<file path="config.mk">
export PLATFORM = sky130hd
export DESIGN_NAME = mips_instruction_fetch_buffer_flat
export DESIGN_NICKNAME = d
export VERILOG_FILES = /design/src/rtl/mips_instruction_fetch_buffer_if.sv /design/src/rtl/mips_instruction_fetch_buffer.sv /design/src/flat_wrapper.sv
export SDC_FILE = /design/constraint.sdc
export NUM_CORES = 1
export LEC_CHECK = 0
export CAP_MARGIN = 20
export CORE_UTILIZATION = 38
export CTS_BUF_LIST = sky130_fd_sc_hd__clkbuf_16
export DETAILED_ROUTE_END_ITERATION = 8
export GPL_ROUTABILITY_DRIVEN = 1
export PLACE_DENSITY = 0.69
export SLEW_MARGIN = 20
export SYNTH_ARGS = -nofsm -noshare
export SYNTH_HDL_FRONTEND = slang
export SYNTH_SLANG_ARGS = --single-unit
</file>
<file path="constraint.sdc">
create_clock -name clk -period 5.6 [get_ports clk]
set_input_delay 1.12 -clock clk [delete_from_list [all_inputs] [get_ports clk]]
set_output_delay 1.12 -clock clk [all_outputs]
set_load 0.02 [all_outputs]
</file>
<file path="src/rtl/mips_instruction_fetch_buffer_if.sv">
// Fetch-to-decode handshake bundle for the instruction fetch buffer.
// The slave side is the buffer; the master side is fetch plus decode.
interface mips_instruction_fetch_buffer_if #(
   parameter int unsigned DEPTH      = 2,
   parameter int unsigned INST_WIDTH = 32,
   parameter int unsigned PC_WIDTH   = 32
);
   localparam int unsigned CNT_W = $clog2(DEPTH) + 1;

   logic                  in_valid;
   logic                  in_ready;
   logic [INST_WIDTH-1:0] in_inst;
   logic [PC_WIDTH-1:0]   in_pc;
   logic                  flush;
   logic                  out_valid;
   logic                  out_ready;
   logic [INST_WIDTH-1:0] out_inst;
   logic [PC_WIDTH-1:0]   out_pc;
   logic [5:0]            out_op;
   logic [5:0]            out_func;
   logic [CNT_W-1:0]      count;

   modport master (
      output in_valid, in_inst, in_pc, flush, out_ready,
      input  in_ready, out_valid, out_inst, out_pc, out_op, out_func, count
   );

   modport slave (
      input  in_valid, in_inst, in_pc, flush, out_ready,
      output in_ready, out_valid, out_inst, out_pc, out_op, out_func, count
   );
endinterface

</file>
<file path="src/rtl/mips_instruction_fetch_buffer.sv">
// In-order FIFO decoupling instruction fetch from decode; the head is shown
// pre-split into op/func fields and reads as a NOP (all zeros) when empty.
module mips_instruction_fetch_buffer #(
   parameter int unsigned DEPTH      = 2,
   parameter int unsigned INST_WIDTH = 32,
   parameter int unsigned PC_WIDTH   = 32
) (
   input logic                          clk,
   input logic                          rst_n,
   mips_instruction_fetch_buffer_if.slave fb
);
   localparam int unsigned PTR_W = $clog2(DEPTH);
   localparam int unsigned CNT_W = $clog2(DEPTH) + 1;

   logic [INST_WIDTH-1:0] inst_mem [DEPTH];
   logic [PC_WIDTH-1:0]   pc_mem   [DEPTH];

   logic [PTR_W-1:0] rd_ptr, wr_ptr, rd_ptr_nxt, wr_ptr_nxt;
   logic [CNT_W-1:0] cnt, cnt_nxt;
   logic             not_empty, wr, rd;

   // Flags depend only on state and reset, never on out_ready.
   assign not_empty = (cnt != '0);
   assign fb.in_ready  = rst_n & (cnt < CNT_W'(DEPTH));
   assign fb.out_valid = not_empty;
   assign wr = fb.in_valid & fb.in_ready;
   assign rd = not_empty & fb.out_ready;

   assign fb.out_inst = not_empty ? inst_mem[rd_ptr] : '0;
   assign fb.out_pc   = not_empty ? pc_mem[rd_ptr]   : '0;
   assign fb.out_op   = fb.out_inst[31:26];
   assign fb.out_func = fb.out_inst[5:0];
   assign fb.count    = cnt;

   // Next-state for pointers and occupancy; flush wins over everything.
   always_comb begin
      rd_ptr_nxt = rd_ptr;
      wr_ptr_nxt = wr_ptr;
      cnt_nxt    = cnt;
      if (fb.flush) begin
         rd_ptr_nxt = '0;
         wr_ptr_nxt = '0;
         cnt_nxt    = '0;
      end else begin
         if (wr) wr_ptr_nxt = wr_ptr + PTR_W'(1);
         if (rd) rd_ptr_nxt = rd_ptr + PTR_W'(1);
         case ({wr, rd})
            2'b10:   cnt_nxt = cnt + CNT_W'(1);
            2'b01:   cnt_nxt = cnt - CNT_W'(1);
            default: cnt_nxt = cnt;
         endcase
      end
   end

   always_ff @(posedge clk or negedge rst_n) begin
      if (!rst_n) begin
         rd_ptr <= '0;
         wr_ptr <= '0;
         cnt    <= '0;
      end else begin
         rd_ptr <= rd_ptr_nxt;
         wr_ptr <= wr_ptr_nxt;
         cnt    <= cnt_nxt;
      end
   end

   // Entry storage is not reset; occupancy alone decides what is visible.
   always_ff @(posedge clk) begin
      if (wr && !fb.flush) begin
         inst_mem[wr_ptr] <= fb.in_inst;
         pc_mem[wr_ptr]   <= fb.in_pc;
      end
   end
endmodule

</file>
<file path="src/flat_wrapper.sv">
// flat-port wrapper written by rule: the top's interface ports become plain ports
module mips_instruction_fetch_buffer_flat 
#(
   parameter int unsigned DEPTH      = 2,
   parameter int unsigned INST_WIDTH = 32,
   parameter int unsigned PC_WIDTH   = 32
)
  (clk, rst_n, fb_in_valid, fb_in_inst, fb_in_pc, fb_flush, fb_out_ready, fb_in_ready, fb_out_valid, fb_out_inst, fb_out_pc, fb_out_op, fb_out_func, fb_count);
  mips_instruction_fetch_buffer_if #(.DEPTH(DEPTH), .INST_WIDTH(INST_WIDTH), .PC_WIDTH(PC_WIDTH)) fb_i ();
  input logic clk;
  input logic rst_n;
  input wire logic [$bits(fb_i.in_valid)-1:0] fb_in_valid;
  input wire logic [$bits(fb_i.in_inst)-1:0] fb_in_inst;
  input wire logic [$bits(fb_i.in_pc)-1:0] fb_in_pc;
  input wire logic [$bits(fb_i.flush)-1:0] fb_flush;
  input wire logic [$bits(fb_i.out_ready)-1:0] fb_out_ready;
  output wire logic [$bits(fb_i.in_ready)-1:0] fb_in_ready;
  output wire logic [$bits(fb_i.out_valid)-1:0] fb_out_valid;
  output wire logic [$bits(fb_i.out_inst)-1:0] fb_out_inst;
  output wire logic [$bits(fb_i.out_pc)-1:0] fb_out_pc;
  output wire logic [$bits(fb_i.out_op)-1:0] fb_out_op;
  output wire logic [$bits(fb_i.out_func)-1:0] fb_out_func;
  output wire logic [$bits(fb_i.count)-1:0] fb_count;
  assign fb_i.in_valid = fb_in_valid;
  assign fb_i.in_inst = fb_in_inst;
  assign fb_i.in_pc = fb_in_pc;
  assign fb_i.flush = fb_flush;
  assign fb_i.out_ready = fb_out_ready;
  assign fb_in_ready = fb_i.in_ready;
  assign fb_out_valid = fb_i.out_valid;
  assign fb_out_inst = fb_i.out_inst;
  assign fb_out_pc = fb_i.out_pc;
  assign fb_out_op = fb_i.out_op;
  assign fb_out_func = fb_i.out_func;
  assign fb_count = fb_i.count;
  mips_instruction_fetch_buffer #(.DEPTH(DEPTH), .INST_WIDTH(INST_WIDTH), .PC_WIDTH(PC_WIDTH)) u_core (.clk(clk), .rst_n(rst_n), .fb(fb_i));
endmodule
</file>
==> impl_metrics.prom, run 1 <==
# TYPE chip_impl_metric gauge
chip_impl_metric{name="grt_max_degree",unit=""} 66
chip_impl_metric{name="htreeDepth",unit=""} 4
chip_impl_info{name="highest_layer",value="met4"} 1
chip_impl_metric{name="flow.area_growth_from_synthesis",unit="%"} 42.74
chip_impl_metric{name="synth-warning-count",unit=""} 0
chip_impl_metric{name="insertion_delay",unit="ns"} 0.40
chip_impl_metric{name="multi_input_logic_area",unit="µm²"} 1031
chip_impl_metric{name="routed_wire_length_per_instance",unit="µm"} 15.23
chip_impl_metric{name="ys_seq_elements",unit=""} 132
chip_impl_metric{name="synth_enable_flop_cells",unit=""} 128
chip_impl_metric{name="num_vias",unit=""} 2932
chip_impl_metric{name="netlist_instances",unit=""} 306
chip_impl_info{name="setup.worst_path.end_class",value="output port"} 1
chip_impl_info{name="worst_hold_path.endpoint",value="u_core.wr_ptr$_DFFE_PN0P_"} 1
chip_impl_metric{name="io_pins",unit=""} 149
chip_impl_metric{name="drt-pass1-iter-count",unit=""} 5
chip_impl_info{name="yosysTopAreaCell",value="sky130_fd_sc_hd__edfxtp_1"} 1
chip_impl_metric{name="chipWidth",unit="µm"} 118.9
chip_impl_metric{name="first_global_vias",unit=""} 3144
chip_impl_info{name="most_instantiated_library_cell_after_synthesis",value="sky130_fd_sc_hd__edfxtp_1"} 1
chip_impl_metric{name="post_cts_buffers",unit=""} 0
chip_impl_metric{name="number_of_max_cap_violations",unit=""} 0
chip_impl_metric{name="clk_transition_reported_paths",unit="ns"} 0.05
chip_impl_metric{name="final_hold_viol_count",unit=""} 0
chip_impl_info{name="timing.critical_path.from_type",value="register"} 1
chip_impl_metric{name="signal_arrival_time_at_the_worst_endpoint",unit="ns"} 2.80
chip_impl_metric{name="wire_length_of_the_first_global_routing_pass",unit="µm"} 15730
chip_impl_info{name="synth_flop_cell",value="sky130_fd_sc_hd__edfxtp_1"} 1
chip_impl_info{name="cts-root-buf",value="sky130_fd_sc_hd__clkbuf_16"} 1
chip_impl_metric{name="post-layout-total-power",unit="µW"} 2547
chip_impl_metric{name="gp_congestion",unit=""} 0.7489
chip_impl_metric{name="leakage",unit="µW"} 0.002451
chip_impl_metric{name="worst_pin_slew",unit="ns"} 1.036
chip_impl_metric{name="met3_wirelength",unit="µm"} 473
chip_impl_metric{name="critical_path_peak_fanout",unit=""} 42
chip_impl_metric{name="pre_cts_ws",unit="ns"} 1.902
chip_impl_metric{name="final_layout_size_suffix_gt1_share",unit="%"} 8.798
chip_impl_metric{name="floorplan.die_area",unit="µm²"} 14130
chip_impl_metric{name="syn-num-nets",unit=""} 375
chip_impl_metric{name="syn_avg_cell_area",unit="µm²"} 16.96
chip_impl_metric{name="antenna_violating_nets_post_route",unit=""} 0
chip_impl_metric{name="synth-async-reset-ratio",unit="%"} 3.030
chip_impl_metric{name="fillers",unit=""} 1068
chip_impl_info{name="worstReg2RegStart",value="u_core.fb.count[1]$_DFFE_PN0P_"} 1
chip_impl_metric{name="final_count_of_negative_setup_slack_endpoints",unit=""} 0
chip_impl_metric{name="holdBufCountCts",unit=""} 0
chip_impl_metric{name="post-route-drc-count",unit=""} 0
chip_impl_metric{name="initial_utilization",unit="%"} 39.04
chip_impl_metric{name="post_route_setup_tns",unit="ns"} 0
chip_impl_info{name="unrepaired_setup_endpoints_after_global_routing",value="no"} 1
chip_impl_metric{name="grt_use_total",unit="%"} 14.86
chip_impl_metric{name="initialDrtViolationCount",unit=""} 113
chip_impl_metric{name="maxClockFrequency",unit="MHz"} 255.4
chip_impl_metric{name="synth.top_cell.area_share",unit="%"} 74.06
chip_impl_metric{name="power.ir.vdd_worst",unit="µV"} 165.3
chip_impl_metric{name="finalCritPeriodShare",unit="%"} 69.91
chip_impl_metric{name="holdPathStages",unit=""} 2
chip_impl_metric{name="die-height",unit="µm"} 118.9
chip_impl_metric{name="grt.overflow.total",unit=""} 0
chip_impl_metric{name="viasPerCell",unit=""} 4.567
chip_impl_metric{name="wl_met2",unit="µm"} 4950
chip_impl_metric{name="cts_buffer_depth",unit=""} 2
chip_impl_info{name="worstSetupPathType",value="register to output port"} 1
chip_impl_metric{name="tritoncts_sinks",unit=""} 132
chip_impl_metric{name="final_max_slew_viol_count",unit=""} 0
chip_impl_metric{name="routed_wirelength",unit="µm"} 9778
chip_impl_metric{name="cp_data_required_time",unit="ns"} 4.48
chip_impl_metric{name="route.layer.met1.wl",unit="µm"} 4284
chip_impl_info{name="worst_min_delay_path_category",value="register to register"} 1
chip_impl_metric{name="postLayoutSetupSlackWorst",unit="ns"} 1.685
chip_impl_metric{name="rel_slew_slack",unit="%"} 30.78
chip_impl_metric{name="rows",unit=""} 42
chip_impl_info{name="synthTopCellsByArea",value="sky130_fd_sc_hd__edfxtp_1 74%, sky130_fd_sc_hd__mux2i_1 12%, sky130_fd_sc_hd__nor2_1 4.8%"} 1
chip_impl_info{name="regToRegEndpoint",value="u_core.pc_mem[0][28]$_DFFE_PP_"} 1
chip_impl_metric{name="cts_made_buffers",unit=""} 17
chip_impl_info{name="post_synth_most_frequent_cells",value="128 x sky130_fd_sc_hd__edfxtp_1, 67 x sky130_fd_sc_hd__nor2_1, 64 x sky130_fd_sc_hd__mux2i_1, 18 x sky130_fd_sc_hd__buf_4, 5 x sky130_fd_sc_hd__buf_8"} 1
chip_impl_metric{name="ff_latch_area",unit="µm²"} 3948
chip_impl_metric{name="reg2regPathDepth",unit=""} 3
chip_impl_info{name="worstPathCellList",value="nor2_4, buf_4, nor2_1, clkdlybuf4s50_1"} 1
chip_impl_info{name="tritoncts",value="done"} 1
chip_impl_metric{name="fin_crit",unit="ns"} 3.915
chip_impl_metric{name="dp_hpwl",unit="µm"} 6154
chip_impl_metric{name="port_buffers",unit=""} 148
chip_impl_metric{name="cts_repair_resized_insts",unit=""} 0
chip_impl_metric{name="grt_antenna_before_repair",unit=""} 0
chip_impl_info{name="critPathSlowestCell",value="sky130_fd_sc_hd__nor2_4"} 1
chip_impl_info{name="worstHoldStart",value="u_core.wr_ptr$_DFFE_PN0P_"} 1
chip_impl_metric{name="cellPowerDensity",unit="nW/µm²"} 343.7
chip_impl_metric{name="yosysUniqueCellTypes",unit=""} 22
chip_impl_metric{name="reg2reg_slack",unit="ns"} 3.25
chip_impl_metric{name="cp_slowest_stage_delay",unit="ns"} 0.84
chip_impl_metric{name="final_nets",unit=""} 522
chip_impl_metric{name="finClkSkew",unit="ns"} 0.005314
chip_impl_metric{name="antenna_cells",unit=""} 0
chip_impl_metric{name="synth_sequential_area_ratio",unit="%"} 75.99
chip_impl_metric{name="cell_area_after_synthesis",unit="µm²"} 5190
chip_impl_metric{name="core-area",unit="µm²"} 13300
chip_impl_info{name="run_status",value="completed"} 1
-- per-stage QoR --
step | utilization, % | cell area, µm² | instances | hold WS [ns]
final | 55.72 | 7408 | 642 | 0.6248
after global routing | 55.72 | 7408 | 642 | 0.6728
after CTS | 55.43 | 7370 | 640 | 0.6293
after detailed placement | 50.62 | 6730 | 608 | 0.6195
after global placement | 50.62 | 6730 | 608 | 0.6160
after floorplan | - | 5200 | 306 | 0.5359
-- layout by cell type, fill, tap and decap left out, drive strengths merged, types with 4 or more instances in the layout --
cell,netlist,routed
edfxtp,128,128
dfrtp,4,4
buf,26,6
nor2,67,67
inv,2,5
clkdlybuf4s50,0,148
mux2i,64,64
clkinv,0,6
clkbuf,0,17
bufinv,0,5
-- worst max-delay path, delay by kind of cell, from the launching register on --
family,cells,cell delay [ns]
flops,1,0.47
buf+inv,2,0.96
simple gates,2,0.95
-- routing by layer --
metal,vias up,track usage (%)
li1,1413,-
met2,94,25.33
met4,0,4.272
met1,1418,17.58
met3,7,5.460
met5,-,0
-- worst max path at each step --
stage                                   start                                to  slack, ns  cells past startpoint
2_1_floorplan                     fb_in_valid   u_core.inst_mem[1][0]$_DFFE_PP_       1.37                      2
3_3_place_gp                            rst_n                       fb_in_ready       1.91                      3
3_5_place_dp                            rst_n  u_core.inst_mem[1][26]$_DFFE_PP_       1.90                      4
4_1_cts        u_core.fb.count[0]$_DFFE_PN0P_                    fb_out_inst[4]       1.58                      4
5_1_grt        u_core.fb.count[0]$_DFFE_PN0P_                    fb_out_inst[4]       1.44                      4
6_report       u_core.fb.count[0]$_DFFE_PN0P_                    fb_out_inst[4]       1.68                      4
-- state kept, by name (all words and copies together), names as in the netlist --
signal / flops
u_core.inst_mem: 64
u_core.fb.count: 2
u_core.wr_ptr: 1
u_core.pc_mem: 64
u_core.rd_ptr: 1
-- area by class of cell --
cell class | count | share of cell area (%)
inverter | 2 | 0.1013
sequential | 132 | 53.28
timing repair buffer | 154 | 21.09
tap | 176 | 2.972
clock buffer | 17 | 5.742
clock inverter | 15 | 2.888
multi-input combinational | 146 | 13.92
-- where the power goes --
| group | internal [µW] | switching (µW) |
|---|---|---|
| clock network | 786 | 392 |
| registers | 1110 | 14.3 |
| logic | 127 | 117 |
-- logic make-up after synthesis --
logic type	count (synthesis)	share of synthesized area [%]
flops	132	75.99
simple gates	75	6.027
mux	64	12.34
buf+inv	28	4.725
compound gates	5	0.5784
xor+xnor	2	0.3376
Power figures use the tool's default switching activity.
==> run 2, diff against run 1 <==
clock period = 3.45 ns   (was 5.6 ns; I/O delays follow)
==> impl_metrics.prom, run 2 (synthesis gave the netlist of run 1 again) <==
# TYPE chip_impl_metric gauge
chip_impl_info{name="tritoncts",value="done"} 1
chip_impl_metric{name="cp_data_required_time",unit="ns"} 2.76
chip_impl_metric{name="antenna_violating_nets_post_route",unit=""} 0
chip_impl_metric{name="cts_made_buffers",unit=""} 17
chip_impl_metric{name="cp_slowest_stage_delay",unit="ns"} 0.69
chip_impl_metric{name="rel_slew_slack",unit="%"} 63.58
chip_impl_info{name="cts-root-buf",value="sky130_fd_sc_hd__clkbuf_16"} 1
chip_impl_metric{name="final_nets",unit=""} 524
chip_impl_info{name="commonest_non_fill_non_tap_cell_in_the_layout",value="sky130_fd_sc_hd__clkdlybuf4s50_1"} 1
chip_impl_info{name="critPathSlowestCell",value="sky130_fd_sc_hd__dfrtp_4"} 1
chip_impl_metric{name="final_count_of_negative_setup_slack_endpoints",unit=""} 0
chip_impl_metric{name="chipWidth",unit="µm"} 118.9
chip_impl_metric{name="maxClockFrequency",unit="MHz"} 321.7
chip_impl_metric{name="grt_use_total",unit="%"} 14.43
chip_impl_metric{name="grt_antenna_before_repair",unit=""} 0
chip_impl_metric{name="io_pins",unit=""} 149
chip_impl_metric{name="critical_path_peak_fanout",unit=""} 23
chip_impl_info{name="setup.worst_path.end_class",value="output port"} 1
chip_impl_info{name="worstPathCellList",value="buf_4, mux2i_1, nor2_1, clkdlybuf4s50_1"} 1
chip_impl_metric{name="floorplan.die_area",unit="µm²"} 14130
chip_impl_metric{name="die-height",unit="µm"} 118.9
chip_impl_info{name="timing.critical_path.from_type",value="register"} 1
chip_impl_metric{name="cts_buffer_depth",unit=""} 2
chip_impl_metric{name="leakage",unit="µW"} 0.002412
chip_impl_metric{name="final_max_slew_viol_count",unit=""} 0
chip_impl_metric{name="htreeDepth",unit=""} 4
chip_impl_metric{name="port_buffers",unit=""} 148
chip_impl_metric{name="final_hold_viol_count",unit=""} 0
chip_impl_metric{name="worst_pin_slew",unit="ns"} 0.5451
chip_impl_metric{name="finalCritPeriodShare",unit="%"} 90.11
chip_impl_info{name="run_status",value="completed"} 1
chip_impl_metric{name="post-route-drc-count",unit=""} 0
chip_impl_metric{name="initialDrtViolationCount",unit=""} 176
chip_impl_metric{name="fin_hold_ws",unit="ns"} 0.5444
chip_impl_metric{name="first_global_vias",unit=""} 3071
chip_impl_metric{name="power.ir.vdd_worst",unit="µV"} 290.8
chip_impl_metric{name="flow.area_growth_from_synthesis",unit="%"} 41.42
chip_impl_metric{name="antenna_cells",unit=""} 0
chip_impl_metric{name="post_route_setup_tns",unit="ns"} 0
chip_impl_metric{name="holdBufCountCts",unit=""} 0
chip_impl_metric{name="clk_transition_reported_paths",unit="ns"} 0.05
chip_impl_metric{name="drt-pass1-iter-count",unit=""} 4
chip_impl_metric{name="insertion_delay",unit="ns"} 0.41
chip_impl_metric{name="final_layout_size_suffix_gt1_share",unit="%"} 8.974
chip_impl_metric{name="routed_wirelength",unit="µm"} 9623
chip_impl_metric{name="fin_crit",unit="ns"} 3.109
chip_impl_metric{name="number_of_max_cap_violations",unit=""} 0
chip_impl_info{name="worstSetupPathType",value="register to output port"} 1
chip_impl_metric{name="cellPowerDensity",unit="nW/µm²"} 534.4
chip_impl_metric{name="fillers",unit=""} 1081
chip_impl_metric{name="grt_max_degree",unit=""} 36
chip_impl_metric{name="core-area",unit="µm²"} 13300
chip_impl_info{name="unrepaired_setup_endpoints_after_global_routing",value="no"} 1
chip_impl_metric{name="num_vias",unit=""} 2976
chip_impl_metric{name="wire_length_of_the_first_global_routing_pass",unit="µm"} 15290
chip_impl_info{name="worst_min_delay_path_category",value="input port to asynchronous set/reset pin"} 1
chip_impl_metric{name="dp_hpwl",unit="µm"} 6136
chip_impl_metric{name="routed_wire_length_per_instance",unit="µm"} 14.94
chip_impl_metric{name="viasPerCell",unit=""} 4.621
chip_impl_info{name="commonest_cells_after_routing_fill_and_taps_aside",value="148 x sky130_fd_sc_hd__clkdlybuf4s50_1, 128 x sky130_fd_sc_hd__edfxtp_1, 66 x sky130_fd_sc_hd__nor2_1"} 1
chip_impl_metric{name="grt.overflow.total",unit=""} 0
chip_impl_metric{name="signal_arrival_time_at_the_worst_endpoint",unit="ns"} 2.42
chip_impl_metric{name="layout.core_utilization",unit="%"} 55.20
chip_impl_metric{name="cts_repair_resized_insts",unit=""} 0
chip_impl_metric{name="post_cts_buffers",unit=""} 0
chip_impl_metric{name="finClkSkew",unit="ns"} 0.003497
chip_impl_metric{name="rows",unit=""} 42
chip_impl_metric{name="tritoncts_sinks",unit=""} 132
chip_impl_metric{name="gp_congestion",unit=""} 0.7458
chip_impl_metric{name="initial_utilization",unit="%"} 39.04
[run 2: changes by cell type in the layout (fill, tap and decap cells not counted), sizes merged]
cell,change
clkinv,+1
bufinv,-3
buf,+2
clkinvlp,+3
inv,-1
[run 2: report_power, final]
group	internal, µW	total [µW]	switching [µW]	leakage, µW
sequential	1800	1820	20.0	0.00121
combinational	209	402	193	0.000928
clock	1050	1700	649	0.000269
total	3060	3920	862	0.00241
[run 2: layer usage]
| layer | wire length [µm] | part of all wire, % | GRT usage (%) |
|---|---|---|---|
| met2 | 5059 | 53 | 24.89 |
| met1 | 3893 | 40 | 15.98 |
| met5 | 0 | 0 | 0 |
| met4 | 121 | 1.3 | 6.962 |
| met3 | 549 | 5.7 | 4.837 |
[run 2: through the flow]
stage / area (µm²) / power [µW] / setup WS, ns / std cells
2_1_floorplan: 5213 / 2061 / 0.5125 / 306
3_3_place_gp: 6773 / 2255 / 0.6206 / 612
3_5_place_dp: 6773 / 2261 / 0.6113 / 612
4_1_cts: 7340 / 3969 / 0.2902 / 644
5_1_grt: 7340 / 4062 / 0.1966 / 644
6_report: 7340 / 3922 / 0.3411 / 644
[run 2: path summary, 6_finish.rpt]
path	startpoint	end	slack, ns	depth (start not counted)
setup / recovery	u_core.rd_ptr$_DFFE_PN0P_	fb_out_pc[11]	0.34	4
hold / removal	rst_n	u_core.fb.count[1]$_DFFE_PN0P_	0.54	1
setup reg to reg	u_core.fb.count[1]$_DFFE_PN0P_	u_core.pc_mem[1][28]$_DFFE_PP_	1.68	3
hold reg to reg	u_core.wr_ptr$_DFFE_PN0P_	u_core.wr_ptr$_DFFE_PN0P_	0.63	2
max in group asynchronous	rst_n	u_core.rd_ptr$_DFFE_PN0P_	2.63	1
min in group clk	u_core.wr_ptr$_DFFE_PN0P_	u_core.wr_ptr$_DFFE_PN0P_	0.63	2
[run 2: cell type report]
type | instances | area (µm²) | share of cell area (%)
Clock buffer | 17 | 425.4 | 5.796
Clock inverter | 15 | 141.4 | 1.926
Inverter | 2 | 7.507 | 0.1023
Multi-Input combinational cell | 146 | 1031 | 14.05
Sequential cell | 132 | 3948 | 53.78
Tap cell | 176 | 220.2 | 3.000
Timing Repair Buffer | 156 | 1567 | 21.34
[run 2: worst max-delay path, delay by kind of cell, from the launching register on]
family,cells,cell delay (ns)
buffers and inverters,2,1.01
flip-flops,1,0.69
AND/OR/NAND/NOR,1,0.15
multiplexers,1,0.13
==> run 3, diff against run 2 <==
CORE_UTILIZATION = 47   (was 38)
PLACE_DENSITY = 0.79   (was 0.69)
clock period = 3.16 ns   (was 3.45 ns; I/O delays follow)
==> impl_metrics.prom, run 3 (synthesis gave the netlist of run 1 again) <==
# TYPE chip_impl_metric gauge
chip_impl_metric{name="grt_max_degree",unit=""} 40
chip_impl_metric{name="final_hold_viol_count",unit=""} 0
chip_impl_metric{name="drt-pass1-iter-count",unit=""} 4
chip_impl_metric{name="maxClockFrequency",unit="MHz"} 346.1
chip_impl_info{name="worst_min_delay_path_category",value="input port to asynchronous set/reset pin"} 1
chip_impl_metric{name="cellPowerDensity",unit="nW/µm²"} 584.2
chip_impl_info{name="commonest_non_fill_non_tap_cell_in_the_layout",value="sky130_fd_sc_hd__clkdlybuf4s50_1"} 1
chip_impl_metric{name="core-area",unit="µm²"} 10790
chip_impl_metric{name="multi_input_logic_area",unit="µm²"} 1031
chip_impl_metric{name="grt_antenna_before_repair",unit=""} 0
chip_impl_metric{name="tritoncts_sinks",unit=""} 132
chip_impl_metric{name="cts_buffer_depth",unit=""} 2
chip_impl_metric{name="power.ir.vdd_worst",unit="µV"} 375.7
chip_impl_metric{name="final_max_slew_viol_count",unit=""} 0
chip_impl_metric{name="placed_cells",unit=""} 577
chip_impl_metric{name="antenna_violating_nets_post_route",unit=""} 0
chip_impl_metric{name="dp_hpwl",unit="µm"} 6252
chip_impl_metric{name="grt_use_total",unit="%"} 17.43
chip_impl_metric{name="cts_repair_resized_insts",unit=""} 0
chip_impl_metric{name="rows",unit=""} 38
chip_impl_info{name="run_status",value="completed"} 1
chip_impl_metric{name="initialDrtViolationCount",unit=""} 124
chip_impl_metric{name="num_vias",unit=""} 2921
chip_impl_metric{name="finalCritPeriodShare",unit="%"} 91.43
chip_impl_metric{name="post_route_setup_tns",unit="ns"} 0
chip_impl_info{name="unrepaired_setup_endpoints_after_global_routing",value="no"} 1
chip_impl_metric{name="viasPerCell",unit=""} 4.789
chip_impl_metric{name="post_cts_buffers",unit=""} 0
chip_impl_info{name="worstSetupPathType",value="register to output port"} 1
chip_impl_metric{name="rel_slew_slack",unit="%"} 59.57
chip_impl_metric{name="grt.overflow.total",unit=""} 0
chip_impl_info{name="tritoncts",value="done"} 1
chip_impl_metric{name="fillers",unit=""} 758
chip_impl_metric{name="port_buffers",unit=""} 148
chip_impl_metric{name="ff_latch_area",unit="µm²"} 3948
chip_impl_metric{name="chipWidth",unit="µm"} 107.1
chip_impl_metric{name="flow.area_growth_from_synthesis",unit="%"} 40.74
chip_impl_metric{name="fin_crit",unit="ns"} 2.889
chip_impl_info{name="setup.worst_path.end_class",value="output port"} 1
chip_impl_metric{name="initial_utilization",unit="%"} 48.09
chip_impl_metric{name="final_count_of_negative_setup_slack_endpoints",unit=""} 0
chip_impl_metric{name="routed_wirelength",unit="µm"} 9463
chip_impl_metric{name="io_pins",unit=""} 149
chip_impl_metric{name="cts_made_buffers",unit=""} 17
chip_impl_metric{name="signal_arrival_time_at_the_worst_endpoint",unit="ns"} 2.26
chip_impl_metric{name="clk_transition_reported_paths",unit="ns"} 0.06
chip_impl_metric{name="gp_congestion",unit=""} 0.6831
chip_impl_metric{name="number_of_max_cap_violations",unit=""} 0
chip_impl_metric{name="final-instance-count-excl-fill",unit=""} 610
chip_impl_metric{name="worst_pin_slew",unit="ns"} 0.6064
chip_impl_metric{name="cp_data_required_time",unit="ns"} 2.53
chip_impl_info{name="commonest_cells_after_routing_fill_and_taps_aside",value="148 x sky130_fd_sc_hd__clkdlybuf4s50_1, 128 x sky130_fd_sc_hd__edfxtp_1, 66 x sky130_fd_sc_hd__nor2_1"} 1
chip_impl_metric{name="first_global_vias",unit=""} 2966
chip_impl_info{name="cts-root-buf",value="sky130_fd_sc_hd__clkbuf_16"} 1
chip_impl_info{name="timing.critical_path.from_type",value="register"} 1
chip_impl_metric{name="leakage",unit="µW"} 0.002422
chip_impl_metric{name="routed_wire_length_per_instance",unit="µm"} 15.51
chip_impl_metric{name="holdBufCountCts",unit=""} 0
chip_impl_metric{name="floorplan.die_area",unit="µm²"} 11470
chip_impl_metric{name="htreeDepth",unit=""} 4
chip_impl_metric{name="die-height",unit="µm"} 107.1
chip_impl_metric{name="finClkSkew",unit="ns"} 0.004647
chip_impl_metric{name="wire_length_of_the_first_global_routing_pass",unit="µm"} 14590
chip_impl_metric{name="insertion_delay",unit="ns"} 0.40
chip_impl_metric{name="critical_path_peak_fanout",unit=""} 27
chip_impl_metric{name="final_nets",unit=""} 525
chip_impl_metric{name="final_layout_size_suffix_gt1_share",unit="%"} 9.808
chip_impl_metric{name="post-route-drc-count",unit=""} 0
-- run 3: changes by cell type in the layout (fill, tap and decap cells not counted) --
cell and change:
sky130_fd_sc_hd__diode_2 +1, sky130_fd_sc_hd__clkinv_1 -2, sky130_fd_sc_hd__clkinv_2 +4, sky130_fd_sc_hd__inv_6 -1, sky130_fd_sc_hd__buf_4 +1, sky130_fd_sc_hd__inv_1 -1
-- run 3: final timing paths --
check / start / to / slack (ns) / cells after the start
worst min register to register: u_core.wr_ptr$_DFFE_PN0P_ / u_core.wr_ptr$_DFFE_PN0P_ / 0.63 / 2
max in group asynchronous: rst_n / u_core.rd_ptr$_DFFE_PN0P_ / 2.49 / 2
worst min-delay path: rst_n / u_core.fb.count[1]$_DFFE_PN0P_ / 0.53 / 2
min in group clk: u_core.wr_ptr$_DFFE_PN0P_ / u_core.wr_ptr$_DFFE_PN0P_ / 0.63 / 2
worst max-delay path: u_core.fb.count[0]$_DFFE_PN0P_ / fb_out_pc[13] / 0.27 / 4
worst max register to register: u_core.fb.count[1]$_DFFE_PN0P_ / u_core.pc_mem[1][2]$_DFFE_PP_ / 1.33 / 3
-- run 3: area by class of cell --
class	instances	area share (%)
diodes	1	0.03426
clock buffers	17	5.824
clock inverters	15	1.936
inverters	2	0.1028
multi-input cells	146	14.11
flip-flops and latches	132	54.04
well taps	140	2.398
repair buffers	157	21.55
-- run 3: where the power goes --
part           internal [µW]  switching (µW)
logic                    229             218
registers               1970            12.6
clock network           1150             693
-- run 3: layer usage --
layer / up-vias / GRT usage, % / wire length, µm
li1: 1423 / - / -
met1: 1391 / 19.37 / 3728
met2: 95 / 30.55 / 5030
met3: 12 / 5.653 / 531
met4: 0 / 7.534 / 172
met5: - / 0 / 0
-- run 3: per-stage QoR --
stage | instance area (µm²) | util [%] | hold WS [ns] | power, µW | setup WS (ns)
after CTS | 7302 | 67.66 | 0.5145 | 4307 | 0.2148
after global routing | 7302 | 67.66 | 0.5129 | 4426 | 0.1416
after detailed placement | 6735 | 62.40 | 0.6114 | 2466 | 0.6509
after global placement | 6735 | 62.40 | 0.6066 | 2457 | 0.6828
final | 7305 | 67.68 | 0.5280 | 4268 | 0.2708
after floorplan | 5213 | - | 0.3364 | 2250 | 0.2805
-- run 3: worst max-delay path, cell delays in order, from the launching register on --
cell                              delay, ns
sky130_fd_sc_hd__dfrtp_1               0.47
sky130_fd_sc_hd__nor2_4                0.49
sky130_fd_sc_hd__buf_12                0.25
sky130_fd_sc_hd__nor2_1                0.08
sky130_fd_sc_hd__clkdlybuf4s50_1       0.55
